[src/rtl/adc128_spi_ctrl.sv]
// SPI master for the ADC128S022: one start_cnv runs one (or, with ADC_DUAL_FRAME_EN,
// two back-to-back) 16-bit frames and returns the 12-bit code with a level cnv_complete.
module adc128_spi_ctrl #(
    parameter int SCLK_DIV = 32
) (
    input  logic        clk,
    input  logic        rst_n,
    input  logic [2:0]  channel,
    input  logic        start_cnv,
    output logic [11:0] result,
    output logic        cnv_complete,
    input  logic        MISO,
    output logic        MOSI,
    output logic        SCLK,
    output logic        SS_n
);

    localparam int CW = $clog2(SCLK_DIV);
    localparam logic [CW-1:0] HALF_LAST = CW'(SCLK_DIV / 2 - 1);
    localparam logic [CW-1:0] GAP_LAST  = CW'(SCLK_DIV - 1);

    typedef enum logic [2:0] {IDLE, LEAD, SHIFT, TRAIL, GAP, DONE} state_t;

    state_t          state, state_nxt;
    logic [CW-1:0]   cnt;
    logic            phase_hi;
    logic [3:0]      bit_cnt;
    logic [2:0]      ch_q;
    logic [11:0]     shift_q;
    logic [15:0]     frame_word;
    logic            half_end;
`ifdef ADC_DUAL_FRAME_EN
    logic            second;
`endif

    assign half_end   = (cnt == HALF_LAST);
    assign frame_word = {2'b00, ch_q, 11'd0};

    // NOTE: state_nxt gets a default before the case so no path can infer a latch.
    always_comb begin
        state_nxt = state;
        case (state)
            IDLE:  if (start_cnv) state_nxt = LEAD;
            LEAD:  if (half_end) state_nxt = SHIFT;
            SHIFT: if (half_end && phase_hi && bit_cnt == 4'd15) state_nxt = TRAIL;
            TRAIL: if (half_end) begin
`ifdef ADC_DUAL_FRAME_EN
                state_nxt = second ? DONE : GAP;
`else
                state_nxt = DONE;
`endif
            end
            GAP:   if (cnt == GAP_LAST) state_nxt = LEAD;
            DONE:  state_nxt = IDLE;
            default: state_nxt = IDLE;
        endcase
    end

    // NOTE: all sequential state uses non-blocking assignments so every flop samples pre-edge values.
    always_ff @(posedge clk or negedge rst_n) begin
        if (!rst_n) begin
            state    <= IDLE;
            cnt      <= '0;
            phase_hi <= 1'b0;
            bit_cnt  <= 4'd0;
        end else begin
            state <= state_nxt;
            if (state_nxt != state) begin
                cnt      <= '0;
                phase_hi <= 1'b0;
                bit_cnt  <= 4'd0;
            end else if (state == SHIFT && half_end) begin
                cnt      <= '0;
                phase_hi <= ~phase_hi;
                if (phase_hi) bit_cnt <= bit_cnt + 4'd1;
            end else if (state != IDLE) begin
                cnt <= cnt + 1'b1;
            end
        end
    end

    // Pins are registered decodes of the state, so they lag the state by one clk.
    always_ff @(posedge clk or negedge rst_n) begin
        if (!rst_n) begin
            SS_n         <= 1'b1;
            SCLK         <= 1'b1;
            MOSI         <= 1'b0;
            ch_q         <= 3'd0;
            shift_q      <= 12'd0;
            result       <= 12'd0;
            cnv_complete <= 1'b0;
`ifdef ADC_DUAL_FRAME_EN
            second       <= 1'b0;
`endif
        end else begin
            SS_n <= !(state inside {LEAD, SHIFT, TRAIL});
            SCLK <= !(state == SHIFT && !phase_hi);
            MOSI <= (state == SHIFT) ? frame_word[4'd15 - bit_cnt] : 1'b0;
            if (state == IDLE && start_cnv) begin
                ch_q         <= channel;
                cnv_complete <= 1'b0;
`ifdef ADC_DUAL_FRAME_EN
                second       <= 1'b0;
`endif
            end
            // Only the last 12 of the 16 captured bits survive; the leading 4 fall off.
            if (state == SHIFT && phase_hi && cnt == '0)
                shift_q <= {shift_q[10:0], MISO};
`ifdef ADC_DUAL_FRAME_EN
            if (state == TRAIL && half_end) second <= 1'b1;
`endif
            if (state == DONE) begin
                result       <= shift_q;
                cnv_complete <= 1'b1;
            end
        end
    end

endmodule

[config.mk]
export PLATFORM = sky130hd
export DESIGN_NAME = adc128_spi_ctrl
export DESIGN_NICKNAME = d
export VERILOG_FILES = /design/src/rtl/adc128_spi_ctrl.sv
export SDC_FILE = /design/constraint.sdc
export NUM_CORES = 1
export LEC_CHECK = 0
export ABC_AREA = 1
export CORE_MARGIN = 1
export CORE_UTILIZATION = 59
export DETAILED_ROUTE_END_ITERATION = 16
export GPL_ROUTABILITY_DRIVEN = 0
export PLACE_DENSITY_LB_ADDON = 0.12
export SETUP_SLACK_MARGIN = 0.15
export SLEW_MARGIN = 15
export SYNTH_ARGS = -nofsm -noshare
export SYNTH_HDL_FRONTEND = slang
export SYNTH_SLANG_ARGS = --single-unit
[constraint.sdc]
create_clock -name clk -period 2.4 [get_ports clk]
set_input_delay 0.48 -clock clk [delete_from_list [all_inputs] [get_ports clk]]
set_output_delay 0.48 -clock clk [all_outputs]
set_load 0.02 [all_outputs]
== After elaboration in Yosys (flattened, before gate mapping) ==
Cells that the tools add are included.
Storage, ports and cells
  output and inout bits: 16
  word-level logic and storage cells: 63
  register bits: 44
  input port bits: 7
Operators by class
  bitwise operators: 1
  add/sub/neg operators: 3
  equal/unequal tests: 9
  magnitude comparators: 1
  reduce and logical (&&, ||, !) cells: 19
  mux-type cells: 19
Operators by type and width (number)
  $mux 3: 5
  $mux 5: 3
  $pmux 3 s5: 1
  $mux 4: 3
  $reduce_bool 3->1: 3
  $logic_and 1x1->1: 7
  $eq 3x2->1 const B: 2
  $eq 3x3->1 const B: 2
  $mux 1: 6
  $reduce_bool 2->1: 3
  $add 5x1->5 const B: 1
  $eq 5x4->1 const B: 1
  $eq 5x5->1 const B: 1
  $logic_not 5->1: 1
  $lt 4x5->1 const B: 1
  $add 4x1->4 const B: 1
  $bmux 1 s4: 1
  $eq 4x4->1 const B: 1
  $sub 4x4->4 const A: 1
  $eq 3x1->1 const B: 1
  $logic_not 1->1: 3
  $logic_not 3->1: 1
  $ne 3x3->1: 1
  $reduce_and 2->1: 1
  $not 1->1: 1

== Longest topological paths before layout ==
  depth in word-level cells: 8
  depth in mapped cells: 10
  depth with buffers taken out: 9

== Least setup slack after synthesis ==
Ideal clock, no wire load.
  path type: register to register
  start: register cnt[0]
  end: register bit_cnt[3]
  stages on the path, launching flop included: 8
  slack: 0.972 ns
  data arrival time: 1.310 ns
  path buffers: 0
  data required time: 2.282 ns
  period minus slack after synthesis: 1.428 ns
  setup time: 0.118 ns
  path through: dfrtp_1 > ha_1 > nand4_4 > nor2_2 > inv_2 > nor3_2 > xor2_1 > nor2_1
On the way
  word-level cells in the longest chain between the ends: 8
  elaborated cells on any way between the ends: 15
  those cells by class: eq/ne (3); mux (6); reduce/logical (6)
RTL lines
  from (decl): line 25  | logic [CW-1:0] cnt;
  from (signal assigned): line 77  | cnt <= cnt + 1'b1;
  $eq 5x4->1: line 36  | assign half_end = (cnt == HALF_LAST);
  $logic_and 1x1->1 (2 in series): line 45  | SHIFT: if (half_end && phase_hi && bit_cnt == 4'd15) state_nxt = TRAIL;
  $mux 3: line 45
  $pmux 3 s5: line 42  | case (state)
  $ne 3x3->1: line 68  | if (state_nxt != state) begin
  $reduce_bool 2->1 (no source line)
  $reduce_and 2->1 (no source line)
  to (signal assigned): line 75  | if (phase_hi) bit_cnt <= bit_cnt + 4'd1;
  to (decl): line 27  | logic [3:0] bit_cnt;
Parallel ways exist; a longest one is shown, timed or not.
A chain may end at the register's enable or synchronous reset.

== Worst setup path in the final report ==
  start: register SS_n
  end: output port SS_n
RTL lines
  from (decl): line 15  | output logic SS_n
  from (signal assigned): line 96  | SS_n <= !(state inside {LEAD, SHIFT, TRAIL});
No word-level cell between the ends.

==> impl_metrics.tcl <==
set metrics [dict create \
    diodes 0 \
    cts_hold_buf 0 \
    viasPerCell 5.03 \
    wl_per_cell_um 12.5 \
    finalHoldViolations 0 \
    yosysTopAreaCell "dfrtp_1" \
    crit_chain "clkdlybuf4s50_1" \
    antenna_found_initial 0 \
    io_buffers 22 \
    leakagePower_nw 1.06 \
    rsz0062_at_grt "no" \
    cts.sinks 44 \
    postCtsSetupBuffers 0 \
    setup_viol 0 \
    postSynthAreaPerCell_um2 9.26 \
    final_min_period_over_clock_period 0.813 \
    crit_path_end_kind "output port" \
    yosys.cell_types.count 26 \
    r2r_cells 7 \
    gr-total-overflow 0 \
    grt_max_degree 26 \
    timing.critical_path.to "SS_n" \
    hold_class "input pin to async pin" \
    synth_area_leaders "dfrtp_1, nand2_1, o21ai_0" \
    critPathLaunchType "register" \
    worstPathRequired_ns 1.92 \
    antenna_left 0 \
    timing.rr.end "bit_cnt[3]" \
    critical_path_class "register to output port" \
    syn_area_um2 1950 \
    grt_pass1_vias 1403 \
    vias 1419 \
    outcome "finished clean" \
    arrival_ns 1.47 \
    firstDrtPassIters 4 \
    finalMaxSlewViolations 0 \
    synth_top_cell_area_share 0.538 \
    dieArea_um2 3540 \
    final_nets 247 \
    die_w_um 59.5 \
    h-tree-depth 2 \
    cap_violations 0 \
    syn_inst 211 \
    rrSetupSlack_ns 0.72 \
    finalNonFillerCells 282 \
    grt_pass1_wl_um 6000 \
    r2r-start "state[2]" \
    slowest_delay_ns 0.59 \
    start_util 0.629 \
    finalSetupTns_ns 0 \
    finalWirelength_um 3530 \
    place.detailed.hpwl_um 2630 \
    cts_buffers 5 \
    synth-seq-cells 44 \
    worst_path_dominant_cell_family "buffers and inverters" \
    cts_root_buffer "clkbuf_4" \
    crit_fanout 1 \
    max_freq_mhz 512 \
    drive_above_1_share 0.113 \
    min_period_ns 1.95 \
    startpoint "SS_n" \
    cpMaxStageDelayCell "clkdlybuf4s50_1" \
    insertion_delay_ns 0.35 \
    ir_drop_mv 0.412 \
    cts_buffer_depth 2 \
    cts_tree "done" \
    worst_pin_slew_ns 0.375 \
    synth-seq-area-share 0.565 \
    drt-initial-drc-count 91 \
    dp_cells 274 \
    area_delta_synth_final_pct 16.5 \
    coreArea_um2 3100 \
    yosysWarningCount 0 \
    finClkSkew_ns 0.0114 \
    fp.dieH_um 59.5 \
    path_depth 1 \
    pin_count 23 \
    path_buf_inv 1 \
    clk_pin_slew_ns 0.12 \
    rows 20 \
    cts_resized 0 \
    relSlewSlack 0.750 \
    synthesis.nets 221 \
    p_per_area_nw_per_um2 499 \
    grt.total_usage 0.233 \
    drc_errors 0 \
]
worst min path at each step:
stage / from / end / slack, ns / cells past startpoint
floorplan: rst_n / MOSI / 0.18 / 0
global placement: rst_n / cnt[0] / 0.40 / 1
detailed placement: rst_n / cnt[1] / 0.42 / 1
CTS: rst_n / result[10] / 0.02 / 1
global route: rst_n / result[5] / 0.03 / 1
finish: rst_n / result[5] / 0.03 / 1
power breakdown:
group	switching [W]	total (W)	internal (W)	leakage [nW]
Combinational	0.0000156	0.0000256	0.0000101	0.444
Clock	0.000223	0.000367	0.000144	0.0315
Sequential	0.000000493	0.000743	0.000742	0.580
metal layers:
metal	vias to the layer above	GRT usage	share of wire	routed length, µm
met4	0	0.0864	0.015	53
met2	25	0.393	0.50	1780
met1	670	0.285	0.44	1570
met3	6	0.0633	0.036	127
li1	718	-	-	-
met5	-	0	0	0
layout by cell type (no fill, tap or decap):
| cell | Yosys | routed |
|---|---|---|
| nand2_1 | 52 | 52 |
| dfrtp_1 | 42 | 42 |
| o21ai_0 | 27 | 27 |
| inv_1 | 25 | 25 |
| clkdlybuf4s50_1 | 0 | 21 |
| nor2_1 | 16 | 16 |
| xor2_1 | 7 | 7 |
| nand3_1 | 5 | 5 |
| clkbuf_4 | 0 | 5 |
| nand4_1 | 4 | 4 |
| a21oi_1 | 4 | 4 |
| buf_4 | 3 | 4 |
| nand3_2 | 3 | 3 |
| nand2_2 | 3 | 3 |
| ha_1 | 3 | 3 |
| dfstp_2 | 2 | 2 |
| nor2_2 | 2 | 2 |
| nor3_2 | 2 | 2 |
| nand4_4 | 1 | 1 |
| nor3_1 | 1 | 1 |
| nor4_1 | 1 | 1 |
| a211oi_1 | 1 | 1 |
| nor4_4 | 1 | 1 |
| inv_2 | 1 | 1 |
| mux2i_1 | 1 | 1 |
| clkbuf_1 | 2 | 1 |
| clkinvlp_4 | 0 | 1 |
| clkbuf_8 | 0 | 1 |
| buf_2 | 1 | 1 |
cells by family after synthesis:
family	count (synthesis)	synth area share
AO/OA/AOI/OAI	32	0.0833
XOR/XNOR	7	0.0314
adder cells (fa/ha/maj)	3	0.0192
buffers and inverters	33	0.0705
flip-flops	44	0.565
multiplexers	1	0.00513
AND/OR/NAND/NOR	91	0.225
layout make-up:
| cell class | count | area, µm² |
|---|---|---|
| Fill cell | 251 | 827 |
| Tap cell | 44 | 55.1 |
| Clock buffer | 7 | 55.1 |
| Multi-Input combinational cell | 134 | 712 |
| Timing Repair Buffer | 26 | 245 |
| Sequential cell | 44 | 1100 |
| Clock inverter | 1 | 7.51 |
| Inverter | 26 | 97.6 |
Yosys cell counts:
cell      instances
dfrtp_1          42
nand4_1           4
mux2i_1           1
dfstp_2           2
nand2_2           3
buf_4             3
ha_1              3
nor4_1            1
inv_1            25
o21ai_0          27
a21oi_1           4
nand3_2           3
nor4_4            1
nor3_2            2
clkbuf_1          2
nor3_1            1
xor2_1            7
clkbuf_2          1
inv_2             1
a211oi_1          1
nor2_2            2
nand3_1           5
nand4_4           1
nand2_1          52
nor2_1           16
buf_2             1
registers in the layout, indices dropped and copies added (netlist names):
name	count
SCLK	1
shift_q	12
ch_q	3
bit_cnt	4
MOSI	1
phase_hi	1
cnv_complete	1
state	3
SS_n	1
result	12
cnt	5
per-stage QoR:
step	total power, W	util	area, µm²	setup slack, ns	hold slack (ns)
floorplan	0.000758	-	1950	0.972	0.184
global placement	0.000783	0.713	2210	0.661	0.405
detailed placement	0.000784	0.713	2210	0.611	0.416
CTS	0.00115	0.733	2280	0.427	0.0190
global route	0.00118	0.733	2280	0.362	0.0279
finish	0.00114	0.733	2280	0.449	0.0283
Power figures use the tool's default switching activity.
